$ cat src/rtl/ring_fifo.sv
// rtl/ring_fifo.sv - circular FIFO with wrapping pointers and FWFT read port
module ring_fifo #(
  parameter int WIDTH = 8,
  parameter int DEPTH = 8
) (
  input  logic                       clk,
  input  logic                       rst_n,
  input  logic                       wr_valid,
  output logic                       wr_ready,
  input  logic [WIDTH-1:0]           wr_data,
  output logic                       rd_valid,
  input  logic                       rd_ready,
  output logic [WIDTH-1:0]           rd_data,
  output logic [$clog2(DEPTH+1)-1:0] count,
  output logic                       full,
  output logic                       empty
);

  localparam int PW = $clog2(DEPTH);
  localparam int CW = $clog2(DEPTH+1);

  logic [WIDTH-1:0] mem_q [DEPTH];
  logic [WIDTH-1:0] mem_d [DEPTH];
  logic [PW-1:0]    wr_ptr_q, wr_ptr_d;
  logic [PW-1:0]    rd_ptr_q, rd_ptr_d;
  logic [CW-1:0]    count_q, count_d;
  logic             push, pop;

  // Pointers wrap explicitly so DEPTH need not be a power of two.
  function automatic logic [PW-1:0] advance(input logic [PW-1:0] ptr);
    if (ptr == PW'(DEPTH - 1)) return '0;
    return ptr + PW'(1);
  endfunction

  // Flags come straight from the registered count; the handshakes follow them.
  always_comb begin
    full     = (count_q == CW'(DEPTH));
    empty    = (count_q == '0);
    wr_ready = !full;
    rd_valid = !empty;
    count    = count_q;
    rd_data  = mem_q[rd_ptr_q];
    push     = wr_valid && wr_ready;
    pop      = rd_valid && rd_ready;
  end

  // Next pointer/count state; push and pop together leave count unchanged.
  always_comb begin
    wr_ptr_d = wr_ptr_q;
    rd_ptr_d = rd_ptr_q;
    count_d  = count_q;
    if (push) wr_ptr_d = advance(wr_ptr_q);
    if (pop)  rd_ptr_d = advance(rd_ptr_q);
    case ({push, pop})
      2'b10:   count_d = count_q + CW'(1);
      2'b01:   count_d = count_q - CW'(1);
      default: count_d = count_q;
    endcase
  end

  // Storage write: only the slot under the write pointer changes on a push.
  always_comb begin
    mem_d = mem_q;
    if (push) mem_d[wr_ptr_q] = wr_data;
  end

  // Control state, cleared asynchronously so contents are discarded at once.
  always_ff @(posedge clk or negedge rst_n) begin
    if (!rst_n) begin
      wr_ptr_q <= '0;
      rd_ptr_q <= '0;
      count_q  <= '0;
    end else begin
      wr_ptr_q <= wr_ptr_d;
      rd_ptr_q <= rd_ptr_d;
      count_q  <= count_d;
    end
  end

  // Storage array is deliberately not reset.
  always_ff @(posedge clk) begin
    mem_q <= mem_d;
  end

endmodule

$ cat config.mk
export PLATFORM = sky130hd
export DESIGN_NAME = ring_fifo
export DESIGN_NICKNAME = d
export VERILOG_FILES = /design/src/rtl/ring_fifo.sv
export SDC_FILE = /design/constraint.sdc
export NUM_CORES = 1
export LEC_CHECK = 0
export CORE_MARGIN = 1
export CORE_UTILIZATION = 40
export CTS_CLUSTER_DIAMETER = 100
export CTS_CLUSTER_SIZE = 20
export DETAILED_ROUTE_END_ITERATION = 6
export GPL_ROUTABILITY_DRIVEN = 0
export GPL_TIMING_DRIVEN = 0
export PLACE_DENSITY_LB_ADDON = 0.25
export SETUP_SLACK_MARGIN = 0.15
export SLEW_MARGIN = 20
export SYNTH_ARGS = -nofsm -noshare
export SYNTH_HDL_FRONTEND = slang
export SYNTH_SLANG_ARGS = --single-unit
$ cat constraint.sdc
create_clock -name clk -period 7.9 [get_ports clk]
set_clock_uncertainty 0.2 [all_clocks]
set_input_delay 1.58 -clock clk [delete_from_list [all_inputs] [get_ports clk]]
set_output_delay 1.58 -clock clk [all_outputs]
set_load 0.02 [all_outputs]
### After elaboration in Yosys (flattened, before gate mapping)

Index checks and enable logic that the tools add are counted.

* input bits: 12
* output and inout port bits: 16
* register bits after elaboration: 74

* order comparisons: 3
* bitwise operators: 2
* equal/unequal tests: 5
* $add $sub $neg: 4
* multiplexer cells: 15
* reduce and logical (&&, ||, !) cells: 7

Operator list (count)
* bitwise mux 64 bit: 1
* binary-select mux 8 bit (select 3 bit): 1
* demux 8 bit (select 3 bit): 1
* two-way mux 8 bit: 3
* two-way mux 3 bit: 4
* >= comparator 4 bit, second input constant: 2
* inverter 3 -> 4 bit: 2
* one-hot mux 4 bit (2 select lines): 1
* adder 3 x 1 -> 3 bit, second input constant: 2
* == test 3 bit, second input constant: 2
* adder 4 x 1 -> 4 bit, second input constant: 1
* == test 4 bit, second input constant: 1
* zero test 4 bit: 1
* less-than comparator 4 x 1 -> 1 bit, second input constant: 1
* two-way mux 1 bit: 4
* subtractor 4 x 1 -> 4 bit, second input constant: 1
* logical AND 1 bit: 3
* == test 2 x 1 -> 1 bit, second input constant: 1
* == test 2 bit, second input constant: 1
* zero test 1 bit: 2
* nonzero test 2 bit: 1

### Longest topological paths before layout

* word-level depth: 6
* mapped depth: 8
* mapped depth without buffers: 8

### Worst setup path before layout

Ideal clock, no wire load.

* path kind: input to register
* start: input port rd_ready
* end: register count_q[3] (netlist: count[3])
* cell stages on the path: 7
* path buffers: 0
* data arrival time: 3.165 ns
* setup slack: 4.401 ns
* path through: nand2_1 > inv_1 > ha_1 > ha_1 > or4b_2 > o311ai_0 > o211ai_1

* longest elaborated chain between the ends: 3
* elaborated cells between the ends (all ways): 5
* those cells by class: eq/ne (2); mux (1); reduce/logical (2)

Ends and longest elaborated chain
* start: declaration: line 12 `input logic rd_ready,`
* logical AND 1 bit (*): line 44 `pop = rd_valid && rd_ready;`
* named net pop: line 27 `logic push, pop;`
* == test 2 x 1 -> 1 bit or == test 2 bit (tied branches): line 54 `case ({push, pop})`
* one-hot mux 4 bit (2 select lines) or nonzero test 2 bit (tied branches)
* end signal: assignment: line 76 `count_q <= count_d;`
* end: declaration: line 26 `logic [CW-1:0] count_q, count_d;`

Mark *: on every way through the listed nets, which the timed path passes. The rest lies on a longest branch.
A chain may end at the register's enable or synchronous reset.

### Final worst setup path

* start: register rd_ptr_q[0]
* end: output port rd_data[2]

* longest elaborated chain between the ends: 4

Ends and longest elaborated chain
* start: declaration: line 25 `logic [PW-1:0] rd_ptr_q, rd_ptr_d;`
* start signal: assignment: line 75 `rd_ptr_q <= rd_ptr_d;`
* inverter 3 -> 4 bit (not written as such): line 42 `rd_data = mem_q[rd_ptr_q];`
* binary-select mux 8 bit (select 3 bit): line 42
* two-way mux 8 bit (not written as such) (2 in series): line 42
* end: declaration: line 13 `output logic [WIDTH-1:0] rd_data,`

No other way between the ends. The select of a mux whose other input is x is not followed.

==> summary.md <==
| Metric | Value |
|---|---|
| Outcome | complete, no violations |
| Worst Hold Class | flip-flop to flip-flop |
| Nets | ~220 |
| Number of antenna-violating nets in the routed design | 0 |
| Via count | around 1600 |
| Drt first pass iters | 4 |
| Worst path max stage delay | 0.55 ns |
| Slowest cell on the critical path | clkdlybuf4s50_1 |
| EDFF count, synth | 64 |
| Synth area leader | edfxtp_1 |
| Synth area leaders | edfxtp_1 61%, mux4_2 11%, dfrtp_1 8.0% |
| Most frequent cell after synthesis | edfxtp_1 |
| Initial antenna violation count | 0 |
| Post-synth cell types | 32 |
| Power share of the clock group | about a quarter |
| Int Power | approximately 1.1 mW |
| Post-synth top flop | edfxtp_1 |
| First-pass GRT wire length | between 9000 and 10000 µm |
| Setup TNS | 0 ns |
| Drt initial violations | 127 |
| FFs w/ async S/R, synth | 13.5% |
| Layout Area Growth over Synthesis | 22.5% |
| Routed length per instance | 18.7 µm |
| Synth top area share | between 60% and 70% |
| CTS tree | done |
| Buf/Inv on CP | 3 |
| Top delay family on crit path | buffers and inverters |
| CTS H-tree lvls | 3 |
| Clock sinks | 74 |
| Sequential power share | between 30% and 40% |
| Met2 Usage GRT | a little over a quarter |
| Final Setup Violations | 0 |
| Commonest cells in the netlist | 64 x edfxtp_1, 16 x mux4_2, 12 x mux2_2, 10 x dfrtp_1 |
| Detailed Route WL | around 5700 µm |
| Final period util | around 53% |
| Met1 Usage GRT | 19.5% |
| Die Width | between 90 and 100 µm |
| # diodes | 0 |
| DIE AREA | around 8000 µm² |
| VDD IR max | 0.000157 V |
| CP endpoint kind | primary output |
| Post-CTS resize count | 0 |
| Vias in the first global route | between 1500 and 2000 |
| Post-synthesis cell count | between 150 and 200 |
| Psw | between 400 and 500 µW |
| Busiest layer in global routing | met2 |
| Pwr dens | 396 nW/µm² |
| FP Rows | 31 |
| Clk pin slew, worst setup/hold paths | 0.07 ns |
| I/O Buffers | 27 |
| Syn Nets | about 180 |
| Slew @ Worst Pin | a little over 1 ns |
| Switching Share | 30.8% |
| GRT overflow | 0 |
| Seq/Total Area, Yosys | 69.2% |
| Vias per std cell | 5.07 |
| Worst skew pair latency | ~0.35 ns |
| Final Cell Area | slightly below 4000 µm² |
| Initial core utilization | between 40% and 50% |
| Upper clock frequency limit | approximately 0.24 GHz |
| Mapped cell area | approximately 3100 µm² |
| DP Area | 3580 µm² |
| CTS Hold Bufs | 0 |
| Warnings, synthesis | 0 |
| I/O pin count | 28 |
| Pre-CTS setup slack | 3.70 ns |
| Post-route DRC | 0 |
| CP required | ~6.1 ns |
| Post-layout util | 51.9% |
| CTS buffer count | 9 |
| All-Layer GR Usage | about 16% |
| RSZ-0062 raised after global routing | no |
| DP HPWL | roughly 3800 µm |
| Largest net degree at the start of global routing | 14 |
| Ratio of cells with drive above 1 in the final layout | between 30% and 40% |
| Crit path arrival time | approximately 2.4 ns |
| Final max-slew violation count | 0 |
| Leakage Power | 1.33 nW |
| Met3 Resource Use GR | under 10% |
| Post-route minimum period | 4.22 ns |
| Kind of critical path | flip-flop to primary output |
| Crit-path cells | buf_6, buf_8, mux4_2, mux2_2, clkdlybuf4s50_1 |
| Combinational Power Share | a little under 40% |
| Worst setup SP type | flip-flop |
| Final Hold Violating Endpoints | 0 |
| Syn Area/Cell | ~19 µm² |
| Setup bufs post-CTS | 0 |
| Slew margin rel. | between 30% and 40% |
| Core Region | ~7400 µm² |
| Crit Path Max Fanout | 10 |
| Synthesized flop and latch total | 74 |
| Max cap viols | 0 |
| DIE HEIGHT | just over 90 µm |
| Clock Path Buffers | 2 |
| Root Buffer | clkbuf_8 |
| Worst setup margin | 3.68 ns |
==> power by group through the flow <==
stage / clock [mW] / sequential, mW / combinational [mW]
4_1_cts: 0.387 / 0.552 / 0.602
5_1_grt: 0.403 / 0.561 / 0.635
6_report: 0.380 / 0.553 / 0.589
3_3_place_gp: 0 / 0.551 / 0.574
2_1_floorplan: 0 / 0.558 / 0.388
3_5_place_dp: 0 / 0.561 / 0.600
==> placed cells by master, fill, tap and decap left out, types with 2 or more instances in the layout <==
| cell type | Yosys | final |
|---|---|---|
| edfxtp_1 | 64 | 64 |
| clkdlybuf4s50_1 | 0 | 27 |
| mux4_2 | 16 | 16 |
| mux2_2 | 12 | 12 |
| dfrtp_1 | 10 | 10 |
| clkbuf_8 | 0 | 9 |
| inv_1 | 7 | 7 |
| ha_1 | 7 | 7 |
| nor2_1 | 5 | 5 |
| nor3_2 | 0 | 4 |
| buf_2 | 3 | 4 |
| bufinv_16 | 0 | 4 |
| nand3_1 | 3 | 3 |
| nand2_1 | 3 | 3 |
| mux2_4 | 3 | 3 |
| nor3b_1 | 3 | 3 |
| buf_6 | 2 | 2 |
| nand2b_1 | 2 | 2 |
| a21oi_1 | 2 | 2 |
| buf_4 | 0 | 2 |
==> metrics by stage <==
| stage | power, mW | hold slack (ns) | std cells |
|---|---|---|---|
| 2_1_floorplan | 0.946 | 0.384 | 162 |
| 3_3_place_gp | 1.12 | 0.343 | 288 |
| 3_5_place_dp | 1.16 | 0.385 | 291 |
| 4_1_cts | 1.54 | 0.394 | 307 |
| 5_1_grt | 1.60 | 0.436 | 307 |
| 6_report | 1.52 | 0.399 | 307 |
==> routing by layer <==
layer / vias to the layer above / wire [µm]
met4: 0 / 123
met1: 791 / 2510
li1: 731 / -
met3: 13 / 151
met5: - / 0
met2: 23 / 2960
==> cells by family after synthesis <==
kind of cell	synth area share (%)
buffers and inverters	2.63
flip-flops	69.2
XOR/XNOR	0.559
adder cells (fa/ha/maj)	3.43
AND/OR/NAND/NOR	5.23
AO/OA/AOI/OAI	1.36
multiplexers	17.6
==> flip-flops by register name, indices dropped and copies added, names as in the netlist <==
name	flops
count	4
mem_q	64
rd_ptr_q	3
wr_ptr_q	3
==> cell type report <==
cell class	instances	area, µm²
clock buffer	9	124
fill	584	3570
tap	99	124
multi-input combinational	74	908
sequential	74	2170
timing repair buffer	30	290
inverter	7	26.3
buffer	7	56.3
clock inverter	7	141
==> worst register-to-register path, delay by kind of cell (launching register included) <==
family                   cells  cell delay (ns)
AO/OA/AOI/OAI                2             0.25
adder cells (fa/ha/maj)      2             0.67
buffers and inverters        1             0.16
flip-flops                   1             0.46
AND/OR/NAND/NOR              3             1.32
==> path summary, 6_finish.rpt <==
| kind | startpoint | endpoint | slack [ns] | cells after the start |
|---|---|---|---|---|
| worst max-delay path | rd_ptr_q[0]$_DFFE_PN0P_ | rd_data[2] | 3.68 | 5 |
| worst min-delay path | count[2]$_DFFE_PN0P_ | count[2]$_DFFE_PN0P_ | 0.40 | 2 |
| worst max register to register | count[0]$_DFFE_PN0P_ | count[3]$_DFFE_PN0P_ | 4.73 | 8 |
| worst min register to register | count[2]$_DFFE_PN0P_ | count[2]$_DFFE_PN0P_ | 0.40 | 2 |
| max in group asynchronous | rst_n | count[2]$_DFFE_PN0P_ | 5.81 | 1 |
| min in group asynchronous | rst_n | wr_ptr_q[1]$_DFFE_PN0P_ | 1.36 | 1 |
(Power assumes the default switching activity.)
